File: src/rtl/mcycle_alu_if.sv
// Request/response bundle for mcycle_alu: the requester drives through the
// master modport and the ALU sits on the slave modport.
interface mcycle_alu_if #(
  parameter int WIDTH = 16
);
  logic                 req_valid;
  logic                 req_ready;
  logic [3:0]           req_op;
  logic [WIDTH-1:0]     req_a;
  logic [WIDTH-1:0]     req_b;
  logic                 rsp_valid;
  logic                 rsp_ready;
  logic [2*WIDTH-1:0]   rsp_result;
  logic                 rsp_z;
  logic                 rsp_v;

  modport master (
    output req_valid, req_op, req_a, req_b, rsp_ready,
    input  req_ready, rsp_valid, rsp_result, rsp_z, rsp_v
  );

  modport slave (
    input  req_valid, req_op, req_a, req_b, rsp_ready,
    output req_ready, rsp_valid, rsp_result, rsp_z, rsp_v
  );
endinterface

File: src/rtl/mcycle_alu.sv
// Multi-cycle ALU: single-cycle logic/arith ops, iterative shift-add MUL and
// restoring DIV (DIV only when MCYCLE_ALU_DIV_EN is defined; otherwise op 9 is reserved).
module mcycle_alu #(
  parameter int WIDTH = 16
) (
  input  logic          clk,
  input  logic          rst_n,
  mcycle_alu_if.slave   bus
);
  localparam int RW  = 2 * WIDTH;
  localparam int SHW = $clog2(WIDTH) + 1;
  localparam int CW  = $clog2(WIDTH);

  localparam logic [1:0] IDLE = 2'd0;
  localparam logic [1:0] BUSY = 2'd1;
  localparam logic [1:0] DONE = 2'd2;

  localparam logic [3:0] OP_ADD  = 4'd0;
  localparam logic [3:0] OP_SUB  = 4'd1;
  localparam logic [3:0] OP_MUL  = 4'd2;
  localparam logic [3:0] OP_AND  = 4'd3;
  localparam logic [3:0] OP_OR   = 4'd4;
  localparam logic [3:0] OP_XOR  = 4'd5;
  localparam logic [3:0] OP_LSH  = 4'd6;
  localparam logic [3:0] OP_RSH  = 4'd7;
  localparam logic [3:0] OP_PASS = 4'd8;
`ifdef MCYCLE_ALU_DIV_EN
  localparam logic [3:0] OP_DIV  = 4'd9;
`endif

  logic [1:0]        state;
  logic [3:0]        op_q;
  logic [WIDTH-1:0]  acc_hi;
  logic [WIDTH-1:0]  acc_lo;
  logic [WIDTH-1:0]  opnd;
  logic [CW-1:0]     cnt;
  logic [RW-1:0]     result_q;
  logic              z_q;
  logic              v_q;

  assign bus.req_ready  = (state == IDLE);
  assign bus.rsp_valid  = (state == DONE);
  assign bus.rsp_result = result_q;
  assign bus.rsp_z      = z_q;
  assign bus.rsp_v      = v_q;

  // Single-cycle datapath, evaluated straight from the request inputs.
  logic [RW-1:0]  a_ext;
  logic [RW-1:0]  b_ext;
  logic [SHW-1:0] shamt;
  logic [RW-1:0]  sc_result;
  logic           sc_v;
  logic           sc_multi;

  assign a_ext = {{WIDTH{1'b0}}, bus.req_a};
  assign b_ext = {{WIDTH{1'b0}}, bus.req_b};
  assign shamt = bus.req_b[SHW-1:0];

  // NOTE: every output of a combinational block gets a default first, so no
  // path through the case can leave a value unassigned and infer a latch.
  always_comb begin
    sc_result = '0;
    sc_v      = 1'b0;
    sc_multi  = 1'b0;
    case (bus.req_op)
      OP_ADD: begin
        sc_result = a_ext + b_ext;
        sc_v      = sc_result[WIDTH];
      end
      OP_SUB: begin
        if (bus.req_a >= bus.req_b) sc_result = {{WIDTH{1'b0}}, bus.req_a - bus.req_b};
        else                        sc_v      = 1'b1;
      end
      OP_MUL:  sc_multi  = 1'b1;
`ifdef MCYCLE_ALU_DIV_EN
      OP_DIV:  sc_multi  = 1'b1;
`endif
      OP_AND:  sc_result = a_ext & b_ext;
      OP_OR:   sc_result = a_ext | b_ext;
      OP_XOR:  sc_result = a_ext ^ b_ext;
      OP_LSH: begin
        sc_result = a_ext << shamt;
        sc_v      = |sc_result[RW-1:WIDTH];
      end
      OP_RSH:  sc_result = a_ext >> shamt;
      OP_PASS: sc_result = a_ext;
      default: sc_v      = 1'b1;
    endcase
  end

  // One iteration step. MUL: {hi,lo} holds partial product with the multiplier
  // shifting out of lo. DIV: hi is the remainder, lo shifts dividend out/quotient in.
  logic [WIDTH:0]    mul_sum;
  logic [WIDTH-1:0]  addend;
  logic [WIDTH-1:0]  step_hi;
  logic [WIDTH-1:0]  step_lo;
  logic              multi_v;
`ifdef MCYCLE_ALU_DIV_EN
  logic [WIDTH:0]    rem_sh;
  logic [WIDTH:0]    div_diff;
`endif

  always_comb begin
    addend  = acc_lo[0] ? opnd : '0;
    mul_sum = {1'b0, acc_hi} + {1'b0, addend};
    step_hi = mul_sum[WIDTH:1];
    step_lo = {mul_sum[0], acc_lo[WIDTH-1:1]};
    multi_v = |step_hi;
`ifdef MCYCLE_ALU_DIV_EN
    rem_sh   = {acc_hi, acc_lo[WIDTH-1]};
    div_diff = rem_sh - {1'b0, opnd};
    if (op_q == OP_DIV) begin
      // A zero divisor never borrows, so quotient saturates to all ones and
      // the dividend shifts whole into the remainder.
      step_hi = div_diff[WIDTH] ? rem_sh[WIDTH-1:0] : div_diff[WIDTH-1:0];
      step_lo = {acc_lo[WIDTH-2:0], ~div_diff[WIDTH]};
      multi_v = ~|opnd;
    end
`endif
  end

  // NOTE: sequential state uses non-blocking assignments only, so every
  // register samples pre-edge values regardless of statement order.
  always_ff @(posedge clk or negedge rst_n) begin
    if (!rst_n) begin
      state    <= IDLE;
      op_q     <= '0;
      acc_hi   <= '0;
      acc_lo   <= '0;
      opnd     <= '0;
      cnt      <= '0;
      result_q <= '0;
      z_q      <= 1'b0;
      v_q      <= 1'b0;
    end else begin
      case (state)
        IDLE: begin
          if (bus.req_valid) begin
            op_q <= bus.req_op;
            cnt  <= '0;
            if (sc_multi) begin
              state  <= BUSY;
              acc_hi <= '0;
              if (bus.req_op == OP_MUL) begin
                acc_lo <= bus.req_b;
                opnd   <= bus.req_a;
              end else begin
                acc_lo <= bus.req_a;
                opnd   <= bus.req_b;
              end
            end else begin
              state    <= DONE;
              result_q <= sc_result;
              z_q      <= ~|sc_result[WIDTH-1:0];
              v_q      <= sc_v;
            end
          end
        end
        BUSY: begin
          acc_hi <= step_hi;
          acc_lo <= step_lo;
          cnt    <= cnt + 1'b1;
          if (cnt == CW'(WIDTH - 1)) begin
            state    <= DONE;
            result_q <= {step_hi, step_lo};
            z_q      <= ~|step_lo;
            v_q      <= multi_v;
          end
        end
        DONE: begin
          if (bus.rsp_ready) state <= IDLE;
        end
        default: state <= IDLE;
      endcase
    end
  end
endmodule
File: src/flat_wrapper.sv
// flat-port wrapper written by rule: the top's interface ports become plain ports
module mcycle_alu_flat 
#(
  parameter int WIDTH = 16
)
  (clk, rst_n, bus_req_valid, bus_req_op, bus_req_a, bus_req_b, bus_rsp_ready, bus_req_ready, bus_rsp_valid, bus_rsp_result, bus_rsp_z, bus_rsp_v);
  mcycle_alu_if #(.WIDTH(WIDTH)) bus_i ();
  input  logic clk;
  input  logic rst_n;
  input wire logic [$bits(bus_i.req_valid)-1:0] bus_req_valid;
  input wire logic [$bits(bus_i.req_op)-1:0] bus_req_op;
  input wire logic [$bits(bus_i.req_a)-1:0] bus_req_a;
  input wire logic [$bits(bus_i.req_b)-1:0] bus_req_b;
  input wire logic [$bits(bus_i.rsp_ready)-1:0] bus_rsp_ready;
  output wire logic [$bits(bus_i.req_ready)-1:0] bus_req_ready;
  output wire logic [$bits(bus_i.rsp_valid)-1:0] bus_rsp_valid;
  output wire logic [$bits(bus_i.rsp_result)-1:0] bus_rsp_result;
  output wire logic [$bits(bus_i.rsp_z)-1:0] bus_rsp_z;
  output wire logic [$bits(bus_i.rsp_v)-1:0] bus_rsp_v;
  assign bus_i.req_valid = bus_req_valid;
  assign bus_i.req_op = bus_req_op;
  assign bus_i.req_a = bus_req_a;
  assign bus_i.req_b = bus_req_b;
  assign bus_i.rsp_ready = bus_rsp_ready;
  assign bus_req_ready = bus_i.req_ready;
  assign bus_rsp_valid = bus_i.rsp_valid;
  assign bus_rsp_result = bus_i.rsp_result;
  assign bus_rsp_z = bus_i.rsp_z;
  assign bus_rsp_v = bus_i.rsp_v;
  mcycle_alu #(.WIDTH(WIDTH)) u_core (.clk(clk), .rst_n(rst_n), .bus(bus_i));
endmodule
File: config.mk
export PLATFORM = sky130hd
export DESIGN_NAME = mcycle_alu_flat
export DESIGN_NICKNAME = d
export VERILOG_FILES = /design/src/rtl/mcycle_alu_if.sv /design/src/rtl/mcycle_alu.sv /design/src/flat_wrapper.sv
export SDC_FILE = /design/constraint.sdc
export NUM_CORES = 1
export LEC_CHECK = 0
export ABC_AREA = 1
export CORE_MARGIN = 1
export CORE_UTILIZATION = 55
export CTS_CLUSTER_SIZE = 10
export DETAILED_ROUTE_END_ITERATION = 10
export HOLD_SLACK_MARGIN = 0.1
export PLACE_DENSITY = 0.79
export SLEW_MARGIN = 20
export SYNTH_ARGS = -nofsm -noshare
export SYNTH_HDL_FRONTEND = slang
export SYNTH_SLANG_ARGS = --single-unit
File: constraint.sdc
create_clock -name clk -period 2.3 [get_ports clk]
set_input_delay 0.23 -clock clk [delete_from_list [all_inputs] [get_ports clk]]
set_output_delay 0.23 -clock clk [all_outputs]
set_load 0.02 [all_outputs]
Word-level counts from Yosys, hierarchy flattened. Cells that the tools add are included.

Logic and storage cells: 82. Input port bits: 40. Register bits after elaboration: 88.

Bitwise gates (word level): 3. Reductions and logical operators: 15. $add $sub $neg: 4. Shift-type cells: 2. Mux-type cells: 33. Order comparisons: 1. Eq/ne operators: 16.

Operators with widths (number): case mux 32 bit (8 select lines) (1); two-way mux 16 bit (8); two-way mux 32 bit (3); case mux 16 bit (2 select lines) (2); case mux 32 bit (2 select lines) (1); OR reduction 16 bit (4); adder 16 x 16 -> 17 bit (2); << shifter 16 x 5 -> 32 bit (1); right shift 16 x 5 -> 32 bit (1); AND 16 bit (1); == test 4 x 3 -> 1 bit, second input constant (4); >= comparator 16 bit (1); OR 16 bit (1); subtractor 16 bit (1); bitwise XOR 16 bit (1); AND reduction 3 bit (3); == test 4 x 2 -> 1 bit, second input constant (2); == test 4 bit, second input constant (2); two-way mux 1 bit (8); two-way mux 2 bit (4); case mux 4 bit (2 select lines) (1); inequality test 2 bit, second input constant (3); case mux 2 bit (3 select lines) (1); OR reduction 6 bit (1); other kinds (14) (17).

Logic depth before layout (Yosys ltp).
Word-level depth: 8. Mapped depth: 22. Gate-level depth less buffers: 19.

Least setup slack after synthesis. Ideal clock, no wire load.

Path type: input port to flip-flop. From: input bus_req_b[4]. To: register u_core.z_q (netlist: u_core.bus.rsp_z). Setup time: 0.117 ns. Path slack: -0.180 ns. Stages: 22. Required time: 2.183 ns. Arrival time: 2.363 ns. Path through: buf_2 > inv_1 > clkbuf_1 > ha_1 > buf_4 > inv_1 > nand2_1 > nor2_1 > nand3_2 > nand3_1 > nand2_1 > nand2_2 > nand2_4 > buf_8 > inv_1 > nand2_1 > nand3_1 > nor2_1 > nand2_1 > nor2_1 > nand2_1 > a21oi_2.

Cells in the longest elaborated chain, start to end: 8. Elaborated cells between the ends (all ways): 15.

RTL lines: start: declaration (line flat_wrapper.sv:13) `input wire logic [$bits(bus_i.req_b)-1:0] bus_req_b;`; subtractor 16 bit / >= comparator 16 bit (equally long branches) (line mcycle_alu.sv:71) `if (bus.req_a >= bus.req_b) sc_result = {{WIDTH{1'b0}}, bus.req_a - bus.req_b};`; two-way mux 16 bit (line mcycle_alu.sv:71); case mux 32 bit (8 select lines) * (line mcycle_alu.sv:65) `case (bus.req_op)`; OR reduction 16 bit * (line mcycle_alu.sv:154) `z_q <= ~|sc_result[WIDTH-1:0];`; logical NOT 1 bit * (line mcycle_alu.sv:154); two-way mux 1 bit * (line mcycle_alu.sv:141) `if (sc_multi) begin`; two-way mux 1 bit * (line mcycle_alu.sv:138) `if (bus.req_valid) begin`; case mux 1 bit (2 select lines) * (line mcycle_alu.sv:136) `case (state)`; end signal: assignment (line mcycle_alu.sv:154); end signal: assignment (line mcycle_alu.sv:166) `z_q <= ~|step_lo;`; end: declaration (line mcycle_alu.sv:38) `logic z_q;`.

Mark *: on every way between the ends. The rest lies on a longest branch, timed or not. The select of a mux whose other input is x is not followed. A chain may end at the register's enable or synchronous reset.

Worst setup path after layout.
From: register u_core.acc_lo[0]. To: register u_core.v_q (netlist: u_core.bus.rsp_v).

Cells in the longest elaborated chain, start to end: 5.

RTL lines: start: declaration (line mcycle_alu.sv:34) `logic [WIDTH-1:0] acc_lo;`; start signal: assignment (line mcycle_alu.sv:145) `acc_lo <= bus.req_b;`; start signal: assignment (line mcycle_alu.sv:148) `acc_lo <= bus.req_a;`; start signal: assignment (line mcycle_alu.sv:161) `acc_lo <= step_lo;`; two-way mux 16 bit (line mcycle_alu.sv:104) `addend = acc_lo[0] ? opnd : '0;`; adder 16 x 16 -> 17 bit (line mcycle_alu.sv:105) `mul_sum = {1'b0, acc_hi} + {1'b0, addend};`; OR reduction 16 bit (line mcycle_alu.sv:108) `multi_v = |step_hi;`; two-way mux 1 bit (line mcycle_alu.sv:163) `if (cnt == CW'(WIDTH - 1)) begin`; case mux 1 bit (2 select lines) (line mcycle_alu.sv:136); end signal: assignment (line mcycle_alu.sv:155) `v_q <= sc_v;`; end signal: assignment (line mcycle_alu.sv:167) `v_q <= multi_v;`; end: declaration (line mcycle_alu.sv:39) `logic v_q;`.

Every way passes these cells. The select of a mux whose other input is x is not followed.

==> results.sh <==
export IMPL_outcome="finished with violations"
export IMPL_violations="design-rule violations, negative setup slack"
export IMPL_drtIter0Drc=2256
export IMPL_synth_seq_area_share_pct=22.68
export IMPL_synth_top_area_cell="dfrtp_1"
export IMPL_hold_class="in -> reg"
export IMPL_dp_slack_ps=-725.7
export IMPL_synth_area_leaders="dfrtp_1 23%, nand2_1 19%, nand3_1 12%, ha_1 8.5%, nor2_1 6.2%"
export IMPL_critPathMaxFanout=6
export IMPL_grt_pass1_wl_um=66990
export IMPL_slew_violations=0
export IMPL_fin_ws_ps=-509.2
export IMPL_core_area_um2=17300
export IMPL_synthCells=1600
export IMPL_finalHoldViolCount=0
export IMPL_port_buffers=75
export IMPL_dp_hpwl_um=32620
export IMPL_ir_drop_v=0.001200
export IMPL_worstPathRequired_ps=2550
export IMPL_cts_sinks=88
export IMPL_area_growth_pct=46.70
export IMPL_initial_core_util_pct=56.13
export IMPL_endpoint_kind="register"
export IMPL_synth_edf_count=0
export IMPL_synthesis_nets=1709
export IMPL_via_count=13827
export IMPL_synthFlopType="dfrtp_1"
export IMPL_crit_path_start_kind="register"
export IMPL_antenna_found_initial=4
export IMPL_cts_htree_levels=3
export IMPL_yosys_register_bits=88
export IMPL_std_cell_rows=48
export IMPL_gp_congestion=1.047
export IMPL_layout_nets=2032
export IMPL_clockRootBuffer="clkbuf_16"
export IMPL_maxCapViolations=0
export IMPL_hold_worst_slack_ps=442.8
export IMPL_grt_pass1_vias=12321
export IMPL_skew_ps=9.474
export IMPL_io_pins=76
export IMPL_postLayoutCoreUtil_pct=82.35
export IMPL_die_x_um=134.9
export IMPL_min_period_ps=2809
export IMPL_fmax_ghz=0.3560
export IMPL_slew_headroom_pct=56.55
export IMPL_synth_warnings=0
export IMPL_finalPower_uw=13000
export IMPL_syn_area_um2=9709
export IMPL_wl_per_cell_um=23.12
export IMPL_cts_buffers=9
export IMPL_synth_cell_types=48
export IMPL_drt_wl_total_um=49850
export IMPL_overflow=0
export IMPL_die_area_um2=18190
export IMPL_synthArstFlopShare_pct=100.0
export IMPL_worstPathArrival_ps=3060
export IMPL_cts_tree="done"
export IMPL_n_fill_cell=1129
export IMPL_rsz0062_at_grt="yes"
export IMPL_post_route_period_util_pct=122.1
export IMPL_tightest_slew_ps=651.7
export IMPL_ant_nets=0
export IMPL_cts_clk_slew_worst_paths_ps=70
export IMPL_pwr_density_cell_nw_per_um2=912.7
export IMPL_setup_violations_final=29
export IMPL_insertion_delay_ps=360
export IMPL_first_pass_iters=11
export IMPL_track_usage_pct=48.58
export IMPL_postSynthAreaPerCell_um2=6.068
export IMPL_leakage_uw=0.007315
export IMPL_synth_top_area_share_pct=22.68
export IMPL_max_clock_path_buffers=2
export IMPL_viasPerCell=6.413
export IMPL_drive_gt1_share_pct=31.38
export IMPL_drc=3
export IMPL_grt_max_degree=48
export IMPL_fp_dieH_um=134.9
export IMPL_critical_path_class="reg -> reg"
## per-stage QoR
stage                     std cells  setup TNS [ps]  cell area [um^2]
after floorplan                1600          -1.812              9748
after global placement         2115          -14490             12570
after detailed placement       2115          -19360             12570
after CTS                      2146          -175.6             13740
after global routing           2154           -7183             14240
final                          2156           -5948             14240
## path summary, 6_finish.rpt
check                                               start                   endpoint  slack, ps  cells past startpoint
worst max register to register           u_core.acc_lo[0]           u_core.bus.rsp_v       -510                     17
worst min register to register  u_core.bus.rsp_result[10]  u_core.bus.rsp_result[10]        500                      2
min in group asynchronous                           rst_n          u_core.acc_lo[12]        460                      2
worst max-delay path                     u_core.acc_lo[0]           u_core.bus.rsp_v       -510                     17
worst min-delay path                        bus_req_a[12]            u_core.opnd[12]        440                      4
max in group asynchronous                           rst_n           u_core.acc_lo[0]       1150                      3
## cells in the final DEF, fill, tap and decap left out, types with 4 or more instances in the layout
cell | Yosys | routed
a2bb2oi_1 | 8 | 8
ha_1 | 66 | 31
or2_4 | 0 | 4
o211ai_1 | 14 | 14
a21oi_2 | 5 | 24
nand3_2 | 1 | 25
xor2_1 | 10 | 8
dlymetal6s2s_1 | 0 | 5
nor2_2 | 7 | 29
a31oi_1 | 13 | 13
o21ai_1 | 3 | 12
nor2_1 | 160 | 120
xnor2_2 | 0 | 5
o21ai_0 | 71 | 60
buf_4 | 14 | 292
nor3_1 | 8 | 5
or2_2 | 12 | 8
and2_1 | 4 | 4
nor3_2 | 1 | 4
dlygate4sd2_1 | 0 | 22
nor4_1 | 5 | 4
nor2_4 | 1 | 19
nand4_1 | 20 | 20
inv_1 | 157 | 118
nand2_4 | 4 | 15
buf_12 | 0 | 5
nand2_1 | 495 | 455
nand2_2 | 12 | 40
clkbuf_16 | 0 | 9
buf_6 | 5 | 8
ha_4 | 0 | 32
clkdlybuf4s50_1 | 0 | 44
a21oi_1 | 78 | 53
inv_2 | 10 | 45
inv_4 | 1 | 4
dfrtp_1 | 88 | 87
o21a_1 | 11 | 11
a21oi_4 | 0 | 6
nand3_1 | 229 | 203
## cells by family after synthesis
group | share of synthesized area (%)
xor gates and xnor gates | 1.443
buffers and inverters | 10.50
AOI/OAI and AO/OA | 13.66
adders and majority gates | 9.124
and+or+nand+nor | 42.59
DFF | 22.68
## power breakdown
part	switching (uW)	total [uW]	internal (uW)	leakage [uW]
clock network	714	1570	860	0.000148
logic	4870	8450	3580	0.00608
registers	751	2970	2220	0.00109
total	6340	13000	6660	0.00732
## synth_stat cells (10+ instances only)
cell,count
a21oi_1,78
a31oi_1,13
buf_2,21
buf_4,14
clkbuf_1,27
dfrtp_1,88
ha_1,66
inv_1,157
inv_2,10
nand2_1,495
nand2_2,12
nand3_1,229
nand4_1,20
nor2_1,160
o211ai_1,14
o21a_1,11
o21ai_0,71
or2_2,12
xor2_1,10
## per-layer routing
layer / GRT usage (%) / part of all wire (%) / vias up
met5: 0 / 0.16 / -
met4: 29.40 / 9.8 / 4
met3: 11.00 / 14 / 430
met2: 76.66 / 41 / 1320
met1: 60.39 / 35 / 6196
li1: - / - / 5877
## repair_timing
item                                   CTS  global route
setup endpoints to repair               35            54
cloned                                   2             0
buffers inserted                        13             9
gates resized for setup                213           123
pin swaps                               46            44
hold buffers                             1             0
endpoints found under the hold margin   46             0
## state kept, by name, indices dropped and copies added, names as in the netlist
register / count
u_core.opnd: 16
u_core.cnt: 4
u_core.acc_lo: 16
u_core.bus.rsp_v: 1
u_core.bus.rsp_z: 1
u_core.state: 2
u_core.bus.rsp_result: 32
u_core.acc_hi: 16
## final cells by class
type | count | area (um^2) | share of cell area, %
Inverter | 168 | 644.4 | 4.524
Timing Repair Buffer | 380 | 3108 | 21.82
Clock inverter | 6 | 73.82 | 0.5183
Antenna cell | 3 | 7.507 | 0.05271
Clock buffer | 10 | 229.0 | 1.608
Sequential cell | 88 | 2203 | 15.47
Multi-Input combinational cell | 1276 | 7696 | 54.03
Tap cell | 225 | 281.5 | 1.976
## worst max-delay path, stage by stage (launching register included)
cell,delay (ps)
dfrtp_2,490
buf_6,170
nand2_1,70
inv_2,60
ha_1,320
a21oi_4,330
buf_6,140
nor2_2,30
o21ai_2,170
nand3_2,110
xnor2_2,220
nand2_2,110
nor2_4,130
nand3_2,100
nand2_1,70
nand3_1,70
nand2_1,60
nand2_1,40
Note: power is estimated with default switching activity, not from simulation.
